===== config.mk =====
export PLATFORM = sky130hd
export DESIGN_NAME = fpu_issue_wb
export DESIGN_NICKNAME = d
export VERILOG_FILES = /design/src/rtl/fpu_issue_wb.sv
export SDC_FILE = /design/constraint.sdc
export NUM_CORES = 1
export LEC_CHECK = 0
export CAP_MARGIN = 30
export CORE_AREA = 2 2 163 117
export CTS_CLUSTER_SIZE = 16
export DETAILED_ROUTE_END_ITERATION = 8
export DIE_AREA = 0 0 165 119
export PLACE_DENSITY_LB_ADDON = 0.3
export SYNTH_ARGS = -nofsm -noshare
export SYNTH_HDL_FRONTEND = slang
export SYNTH_SLANG_ARGS = --single-unit

===== constraint.sdc =====
create_clock -name clk -period 2.22 [get_ports clk]
set_input_delay 0.222 -clock clk [delete_from_list [all_inputs] [get_ports clk]]
set_output_delay 0.222 -clock clk [all_outputs]
set_load 0.01 [all_outputs]

===== src/rtl/fpu_issue_wb.sv =====
// fpu_issue_wb: issue sequencer in front of the fpu plus writeback/branch handoff.
// Holds one operation in flight, keeps its operands on the fpu inputs for the whole
// fpu latency, and routes the captured result to the writeback arbiter or branch unit.
module fpu_issue_wb #(
  parameter int RD_W = 5,
  parameter int XLEN = 32
) (
  input  logic            clk,
  input  logic            rstn,
  input  logic            issue_valid,
  output logic            issue_ready,
  input  logic [4:0]      issue_funct5,
  input  logic [2:0]      issue_funct3,
  input  logic [RD_W-1:0] issue_rd,
  input  logic [XLEN-1:0] issue_fsrc1,
  input  logic [XLEN-1:0] issue_fsrc2,
  input  logic [XLEN-1:0] issue_fsrc3,
  input  logic [XLEN-1:0] issue_src1,
  input  logic            flush,
  output logic [XLEN-1:0] fpu_fsrc1,
  output logic [XLEN-1:0] fpu_fsrc2,
  output logic [XLEN-1:0] fpu_fsrc3,
  output logic [XLEN-1:0] fpu_src1,
  output logic [4:0]      fpu_funct5,
  output logic [2:0]      fpu_funct3,
  output logic            fpu_enable,
  input  logic            fpu_stall,
  input  logic [XLEN-1:0] fpu_result,
  input  logic            fpu_branch,
  output logic            wb_valid,
  input  logic            wb_ready,
  output logic [RD_W-1:0] wb_rd,
  output logic [XLEN-1:0] wb_data,
  output logic            wb_to_int,
  output logic            br_valid,
  output logic            br_taken
);

  typedef enum logic [2:0] {
    S_IDLE,
    S_LAUNCH,
    S_EXEC,
    S_CAPTURE,
    S_WB
  } state_t;

  state_t state_q, state_d;

  logic [4:0]      funct5_q;
  logic [2:0]      funct3_q;
  logic [RD_W-1:0] rd_q;
  logic [XLEN-1:0] fsrc1_q, fsrc2_q, fsrc3_q, src1_q;
  logic            kill_q, kill_d;
  logic [XLEN-1:0] wb_data_q;
  logic [RD_W-1:0] wb_rd_q;
  logic            wb_to_int_q;

  logic accept;
  logic is_cmp;
  logic is_ftoi;
  logic cap_wb;

  assign accept  = (state_q == S_IDLE) && issue_valid && !flush;
  assign is_cmp  = funct5_q[4] && (funct3_q != 3'd0);
  assign is_ftoi = (funct5_q == 5'b10001) && (funct3_q == 3'd0);
  // A flush arriving in the capture cycle itself still discards the result.
  assign cap_wb  = (state_q == S_CAPTURE) && !is_cmp && !kill_q && !flush;

  // State register.
  always_ff @(posedge clk) begin
    if (!rstn) state_q <= S_IDLE;
    else       state_q <= state_d;
  end

  // Next-state selection; completion is taken only from fpu_stall.
  always_comb begin
    state_d = state_q;
    case (state_q)
      S_IDLE:    if (issue_valid && !flush) state_d = S_LAUNCH;
      S_LAUNCH:  state_d = fpu_stall ? S_EXEC : S_CAPTURE;
      S_EXEC:    if (!fpu_stall) state_d = S_CAPTURE;
      S_CAPTURE: state_d = (is_cmp || kill_q || flush) ? S_IDLE : S_WB;
      S_WB:      if (flush || wb_ready) state_d = S_IDLE;
      default:   state_d = S_IDLE;
    endcase
  end

  // Handshake and strobe outputs decoded from the current state.
  always_comb begin
    issue_ready = (state_q == S_IDLE);
    fpu_enable  = (state_q == S_LAUNCH);
    wb_valid    = (state_q == S_WB);
    br_valid    = (state_q == S_CAPTURE) && is_cmp && !kill_q && !flush;
    br_taken    = br_valid && fpu_branch;
  end

  // Kill flag: armed by flush while the fpu is busy, cleared by the next accept.
  always_comb begin
    kill_d = kill_q;
    if (accept)
      kill_d = 1'b0;
    else if (flush && (state_q == S_LAUNCH || state_q == S_EXEC || state_q == S_CAPTURE))
      kill_d = 1'b1;
  end

  // Operand latches, kill flag and writeback registers.
  always_ff @(posedge clk) begin
    if (!rstn) begin
      funct5_q    <= '0;
      funct3_q    <= '0;
      rd_q        <= '0;
      fsrc1_q     <= '0;
      fsrc2_q     <= '0;
      fsrc3_q     <= '0;
      src1_q      <= '0;
      kill_q      <= 1'b0;
      wb_data_q   <= '0;
      wb_rd_q     <= '0;
      wb_to_int_q <= 1'b0;
    end else begin
      kill_q <= kill_d;
      if (accept) begin
        funct5_q <= issue_funct5;
        funct3_q <= issue_funct3;
        rd_q     <= issue_rd;
        fsrc1_q  <= issue_fsrc1;
        fsrc2_q  <= issue_fsrc2;
        fsrc3_q  <= issue_fsrc3;
        src1_q   <= issue_src1;
      end
      if (cap_wb) begin
        wb_data_q   <= fpu_result;
        wb_rd_q     <= rd_q;
        wb_to_int_q <= is_ftoi;
      end
    end
  end

  assign fpu_fsrc1  = fsrc1_q;
  assign fpu_fsrc2  = fsrc2_q;
  assign fpu_fsrc3  = fsrc3_q;
  assign fpu_src1   = src1_q;
  assign fpu_funct5 = funct5_q;
  assign fpu_funct3 = funct3_q;
  assign wb_data    = wb_data_q;
  assign wb_rd      = wb_rd_q;
  assign wb_to_int  = wb_to_int_q;

endmodule


==> results.tsv, run 1 <==
metric	value	unit
critical path type	register to primary output	
yosys warns	0	
max_cap viols	0	
grt total ovfl	0	
initial antenna violation count	0	
Initial Util	39.0	%
Peak VDD IR	0.000400	V
die area	0.0196	mm^2
Net count, final	1330	
Buf+Inv Stages, Crit Path	1	
FF-to-FF End	fpu_src1[7]$_SDFFE_PN0P_	
crit end category	primary output	
Synth Area per Inst	8.43	um^2
Fillers	1591	
Clock Skew	0.0119	ns
Post-CTS Hold Buffers	0	
r2r worst-path depth	4	
Total GRT Usage	23.0	%
outcome	completed	
dominant cells by area after synthesis	dfxtp_1 (51%), a21oi_1 (10%), nand3_1 (9.9%)	
slowest CP cell	clkdlybuf4s50_1	
actual slew at the worst max-slew pin	0.722	ns
H-tree levels	4	
vias per std cell	5.20	
Total Power	7870	uW
first-pass GRT wire length	36100	um
Slew headroom	51.9	%
Ports	359	
critical path launch point	state_q[1]$_SDFFE_PN0P_	
dpl hpwl	15700	um
DR vias	7304	
CTS buffer count	17	
RePlAce Congestion	0.800	
Synth Flop Type	dfxtp_1	
post-layout util	62.2	%
Synth cell types	35	
crit path time final	2.11	ns
WL final	23400	um
reg2reg start	state_q[2]$_SDFFE_PN0P_	
DR DRC count	0	
most frequent cells in the layout	clkdlybuf4s50_1 (355), dfxtp_1 (180), a21oi_1 (143)	
RSZ-0062 raised after global routing	false	
critical path cell sequence	nor2b_2 -> nand3_1 -> nor2_1 -> clkdlybuf4s50_1	
EDFF count, synth	0	
initial detailed-routing violation count	568	
clk slew on worst S/H paths	0.07	ns
layout cells sized above 1	5.42	%
Power Density	691	mW/mm^2
Hold Path Origin	rstn	
flops & latches, synth	183	
Gate Count Post-Synth	849	
leakage	0.00389	uW
CTS tree	done	
hold path endpoint	wb_data[7]$_SDFFE_PN0P_	
Die H	119	um
core area	0.0183	mm^2
CP Max Fanout	9	
antenna-violating nets left	0	
post-synth top area cell	dfxtp_1	
CP peak stage delay	0.59	ns
Req. time, crit path	2.00	ns
WL/cell	16.7	um
DRT Pass-1 Iters	5	
post-synth top area share	51.2	%
R2R Setup Slk	0.49	ns
vias in the first global route	6785	
fraction of registers with async set/reset	0	%
Final Max Slew Viols	0	
chip width	165	um
Antenna diodes	0	
final setup TNS	0	ns
Area Growth Syn to Fin	59.3	%
latest clock arrival within the worst-skew pair	0.43	ns
crit share post-route	95.1	%
synthesized area	0.00715	mm^2
port bufs	358	
most common cell after layout, fill and taps aside	clkdlybuf4s50_1	
Clock Tree Buf Depth	2	
clk sinks	183	
final count of negative-setup-slack endpoints	0	
pin count of the biggest net entering global routing	145	
crit start category	register	
# rows	42	
fmax	474	MHz
crit-path leading delay family	buffers and inverters	
net count after synthesis	1029	
Worst EP arrival	1.89	ns
worst hold-check path type	input pin to register	
sequential fraction of the synthesis area	51.2	%
WHS Path Cells	3	
final hold vios	0	
clk root buf	clkbuf_16	
## per-stage QoR
step	hold WS [ns]	setup slack, ns	cell area (um^2)	std cells
detailed placement	0.449	0.255	10800	1372
global route	0.201	0.00316	11400	1405
global placement	0.442	0.266	10800	1372
floorplan	0.364	0.587	7150	849
finish	0.184	0.109	11400	1405
CTS	0.172	0.0174	11400	1404
## layout make-up
type / count / area [um^2] / area share (%)
Timing Repair Buffer: 376 / 3850 / 33.8
Sequential cell: 183 / 3670 / 32.2
Multi-Input combinational cell: 568 / 3000 / 26.3
Clock buffer: 17 / 425 / 3.73
Tap cell: 242 / 303 / 2.66
Clock inverter: 15 / 134 / 1.17
Inverter: 4 / 20.0 / 0.176
## state kept, by name, indices dropped and copies added (netlist names)
name,count
kill_q,1
wb_rd,5
rd_q,5
fpu_fsrc3,32
fpu_fsrc1,32
wb_to_int,1
fpu_fsrc2,32
state_q,3
wb_data,32
fpu_funct5,5
fpu_src1,32
fpu_funct3,3
## repair_timing
item                       CTS  global route
resized for setup            4             2
setup endpoints to repair    2             2
buffers inserted             0             1
## worst max-delay path by stage
stage / cells past startpoint / end
4_1_cts: 4 / br_taken
3_5_place_dp: 5 / fpu_fsrc1[9]$_SDFFE_PN0P_
5_1_grt: 4 / br_valid
6_report: 4 / br_valid
2_1_floorplan: 7 / fpu_fsrc2[17]$_SDFFE_PN0P_
3_3_place_gp: 4 / br_taken
## logic make-up (layout without fill, tap and decap cells)
| kind of cell | count (synthesis) | in the layout | synth area share, % |
|---|---|---|---|
| compound gates | 290 | 290 | 20.5 |
| simple gates | 240 | 240 | 15.9 |
| flops | 183 | 183 | 51.2 |
| buf+inv | 98 | 412 | 7.08 |
| mux | 37 | 37 | 5.18 |
| xor+xnor | 1 | 1 | 0.122 |
## per-layer routing
layer  track usage, %  vias up  wire, um
met4             7.50        0       483
met1             28.6     3415      9840
met3             8.92       36      2330
met2             36.7      258     10800
met5                0        -         0
li1                 -     3595         -
## synthesized netlist by cell type, types with 2 or more instances
library cell / count
a21oi_1: 143
buf_1: 8
buf_2: 3
buf_4: 12
buf_6: 12
clkbuf_1: 59
dfxtp_1: 183
inv_1: 2
mux2i_1: 37
nand2_1: 76
nand3_1: 142
nor2_1: 6
nor2b_1: 2
nor3_1: 5
o21ai_0: 61
o21ai_1: 79
## worst reg2reg max path, stage by stage (launching register included)
cell and delay [ns]:
dfxtp_2 0.38, or4b_4 0.66, buf_12 0.23, o21ai_0 0.24
a21oi_1 0.09
## where the power goes
part           internal (uW)  switching [uW]
logic                    755             693
clock network           1480            1410
registers               3440            88.8
Power figures use the tool's default switching activity.
==> run 2: changes to the inputs <==
--- a/config.mk
+++ b/config.mk
@@ -7,6 +7,7 @@
 export LEC_CHECK = 0
 export CAP_MARGIN = 30
 export CORE_AREA = 2 2 163 117
+export CTS_CLUSTER_DIAMETER = 40
 export CTS_CLUSTER_SIZE = 16
 export DETAILED_ROUTE_END_ITERATION = 8
 export DIE_AREA = 0 0 165 119
==> results of run 2 <==
No change in the layout: final DEF, timing and power equal those of run 1.
==> run 3: changes to the inputs <==
--- a/config.mk
+++ b/config.mk
@@ -6,12 +6,13 @@
 export NUM_CORES = 1
 export LEC_CHECK = 0
 export CAP_MARGIN = 30
-export CORE_AREA = 2 2 163 117
+export CORE_AREA = 2 2 158 113
 export CTS_CLUSTER_DIAMETER = 40
 export CTS_CLUSTER_SIZE = 16
 export DETAILED_ROUTE_END_ITERATION = 8
-export DIE_AREA = 0 0 165 119
+export DIE_AREA = 0 0 160 115
 export PLACE_DENSITY_LB_ADDON = 0.3
+export REMOVE_ABC_BUFFERS = 1
 export SYNTH_ARGS = -nofsm -noshare
 export SYNTH_HDL_FRONTEND = slang
 export SYNTH_SLANG_ARGS = --single-unit
==> constraint.sdc (replaced) <==
create_clock -name clk -period 2.73 [get_ports clk]
set_input_delay 0.273 -clock clk [delete_from_list [all_inputs] [get_ports clk]]
set_output_delay 0.273 -clock clk [all_outputs]
set_load 0.01 [all_outputs]
==> results.tsv, run 3 (synthesized netlist as in run 1, its figures left out) <==
metric	value	unit
H-tree levels	4	
slowest CP cell	clkdlybuf4s50_1	
Worst EP arrival	2.21	ns
clk slew on worst S/H paths	0.07	ns
Die H	115	um
Power Density	571	mW/mm^2
Fillers	1414	
Final Max Slew Viols	0	
vias per std cell	5.28	
outcome	completed	
latest clock arrival within the worst-skew pair	0.42	ns
fmax	402	MHz
reg2reg start	state_q[2]$_SDFFE_PN0P_	
CTS buffer count	17	
chip width	160	um
hold path endpoint	fpu_src1[18]$_SDFFE_PN0P_	
Post-CTS Hold Buffers	0	
final count of negative-setup-slack endpoints	0	
Area Growth Syn to Fin	58.5	%
WL final	24000	um
Hold Path Origin	flush	
Net count, final	1329	
clk root buf	clkbuf_16	
Peak VDD IR	0.000389	V
initial detailed-routing violation count	654	
Req. time, crit path	2.46	ns
Reg power frac	44.3	%
initial antenna violation count	0	
CP peak stage delay	0.59	ns
DR vias	7351	
vias in the first global route	6861	
grt total ovfl	0	
core area	0.0169	mm^2
critical path type	register to primary output	
Net Sw Power	1690	uW
R2R Setup Slk	0.84	ns
DR DRC count	0	
crit path time final	2.49	ns
CTS tree	done	
FF-to-FF End	fpu_src1[1]$_SDFFE_PN0P_	
max_cap viols	0	
RePlAce Congestion	0.804	
met2 WL	11700	um
Clock Skew	0.0102	ns
pin count of the biggest net entering global routing	88	
worst hold-check path type	input pin to register	
most frequent cells in the layout	clkdlybuf4s50_1 (356), dfxtp_1 (182), a21oi_1 (143)	
first-pass GRT wire length	37000	um
# rows	40	
die area	0.0184	mm^2
critical path cell sequence	nor2b_1 -> nand3_1 -> nor3_1 -> clkdlybuf4s50_1	
crit end category	primary output	
final setup TNS	0	ns
WHS Path Cells	3	
Clock Tree Buf Depth	2	
most common cell after layout, fill and taps aside	clkdlybuf4s50_1	
routed wl met3	1870	um
final hold vios	0	
leakage	0.00386	uW
actual slew at the worst max-slew pin	0.737	ns
sw frac	26.1	%
Clk network pwr share	37.8	%
layout cells sized above 1	4.91	%
crit start category	register	
Antenna diodes	0	
Slew headroom	50.9	%
Initial Util	42.3	%
dpl hpwl	16000	um
Post CTS Setup Buffer Count	0	
WL met1	9840	um
internal power	4790	uW
top sig layer	met4	
crit share post-route	91.1	%
Total GRT Usage	25.0	%
WL/cell	17.3	um
DRT Pass-1 Iters	8	
RSZ-0062 raised after global routing	false	
port bufs	358	
Ports	359	
clk sinks	183	
r2r worst-path depth	4	
cts repair resizes	0	
CP Max Fanout	9	
antenna-violating nets left	0	
Comb pwr share	17.9	%
post-layout util	67.0	%
-- run 3: per-stage QoR --
step                setup WS (ns)  cells  hold slack, ns  instance area, um^2  power, uW
finish                      0.243   1392           0.289                11300       6480
global route                0.114   1392           0.293                11300       6750
CTS                         0.136   1392           0.272                11300       6530
detailed placement          0.570   1361           0.448                10800       4080
global placement            0.652   1361           0.443                10800       4070
floorplan                   -3.82    755           0.415                 6660       3350
-- run 3: final cells by class --
type                       count  area (um^2)  share of cell area [%]
clock buffer                  20          457                    4.03
clock inverter                11          123                    1.08
inverter                       4         20.0                   0.177
multi-input combinational    568         2990                    26.4
sequential                   183         3660                    32.3
tap                          231          289                    2.55
timing repair buffer         375         3790                    33.4
-- run 3: how the worst max path moves through the flow --
stage,start,endpoint,cells after the start
3_3_place_gp,issue_valid,fpu_fsrc1[19]$_SDFFE_PN0P_,5
4_1_cts,state_q[1]$_SDFFE_PN0P_,br_taken,4
6_report,state_q[1]$_SDFFE_PN0P_,br_taken,4
5_1_grt,state_q[1]$_SDFFE_PN0P_,br_taken,4
2_1_floorplan,state_q[2]$_SDFFE_PN0P_,fpu_fsrc1[0]$_SDFFE_PN0P_,3
3_5_place_dp,issue_valid,fpu_src1[1]$_SDFFE_PN0P_,5
-- run 3: power groups by stage --
stage | Clock [uW] | Combinational, uW | Sequential [uW]
floorplan | 0 | 371 | 2980
global route | 2610 | 1250 | 2880
CTS | 2500 | 1160 | 2870
finish | 2450 | 1160 | 2870
detailed placement | 0 | 1150 | 2930
global placement | 0 | 1140 | 2930
-- run 3: metal layers --
layer,GRT usage (%),vias up
li1,-,3582
met1,30.6,3452
met2,41.6,276
met3,7.76,41
met4,10.1,0
met5,0,-
-- run 3: critical path: cells and delay by family (launching register included) --
kind	cells	cell delay [ns]
simple gates	3	0.77
flops	1	0.43
buf+inv	1	0.59
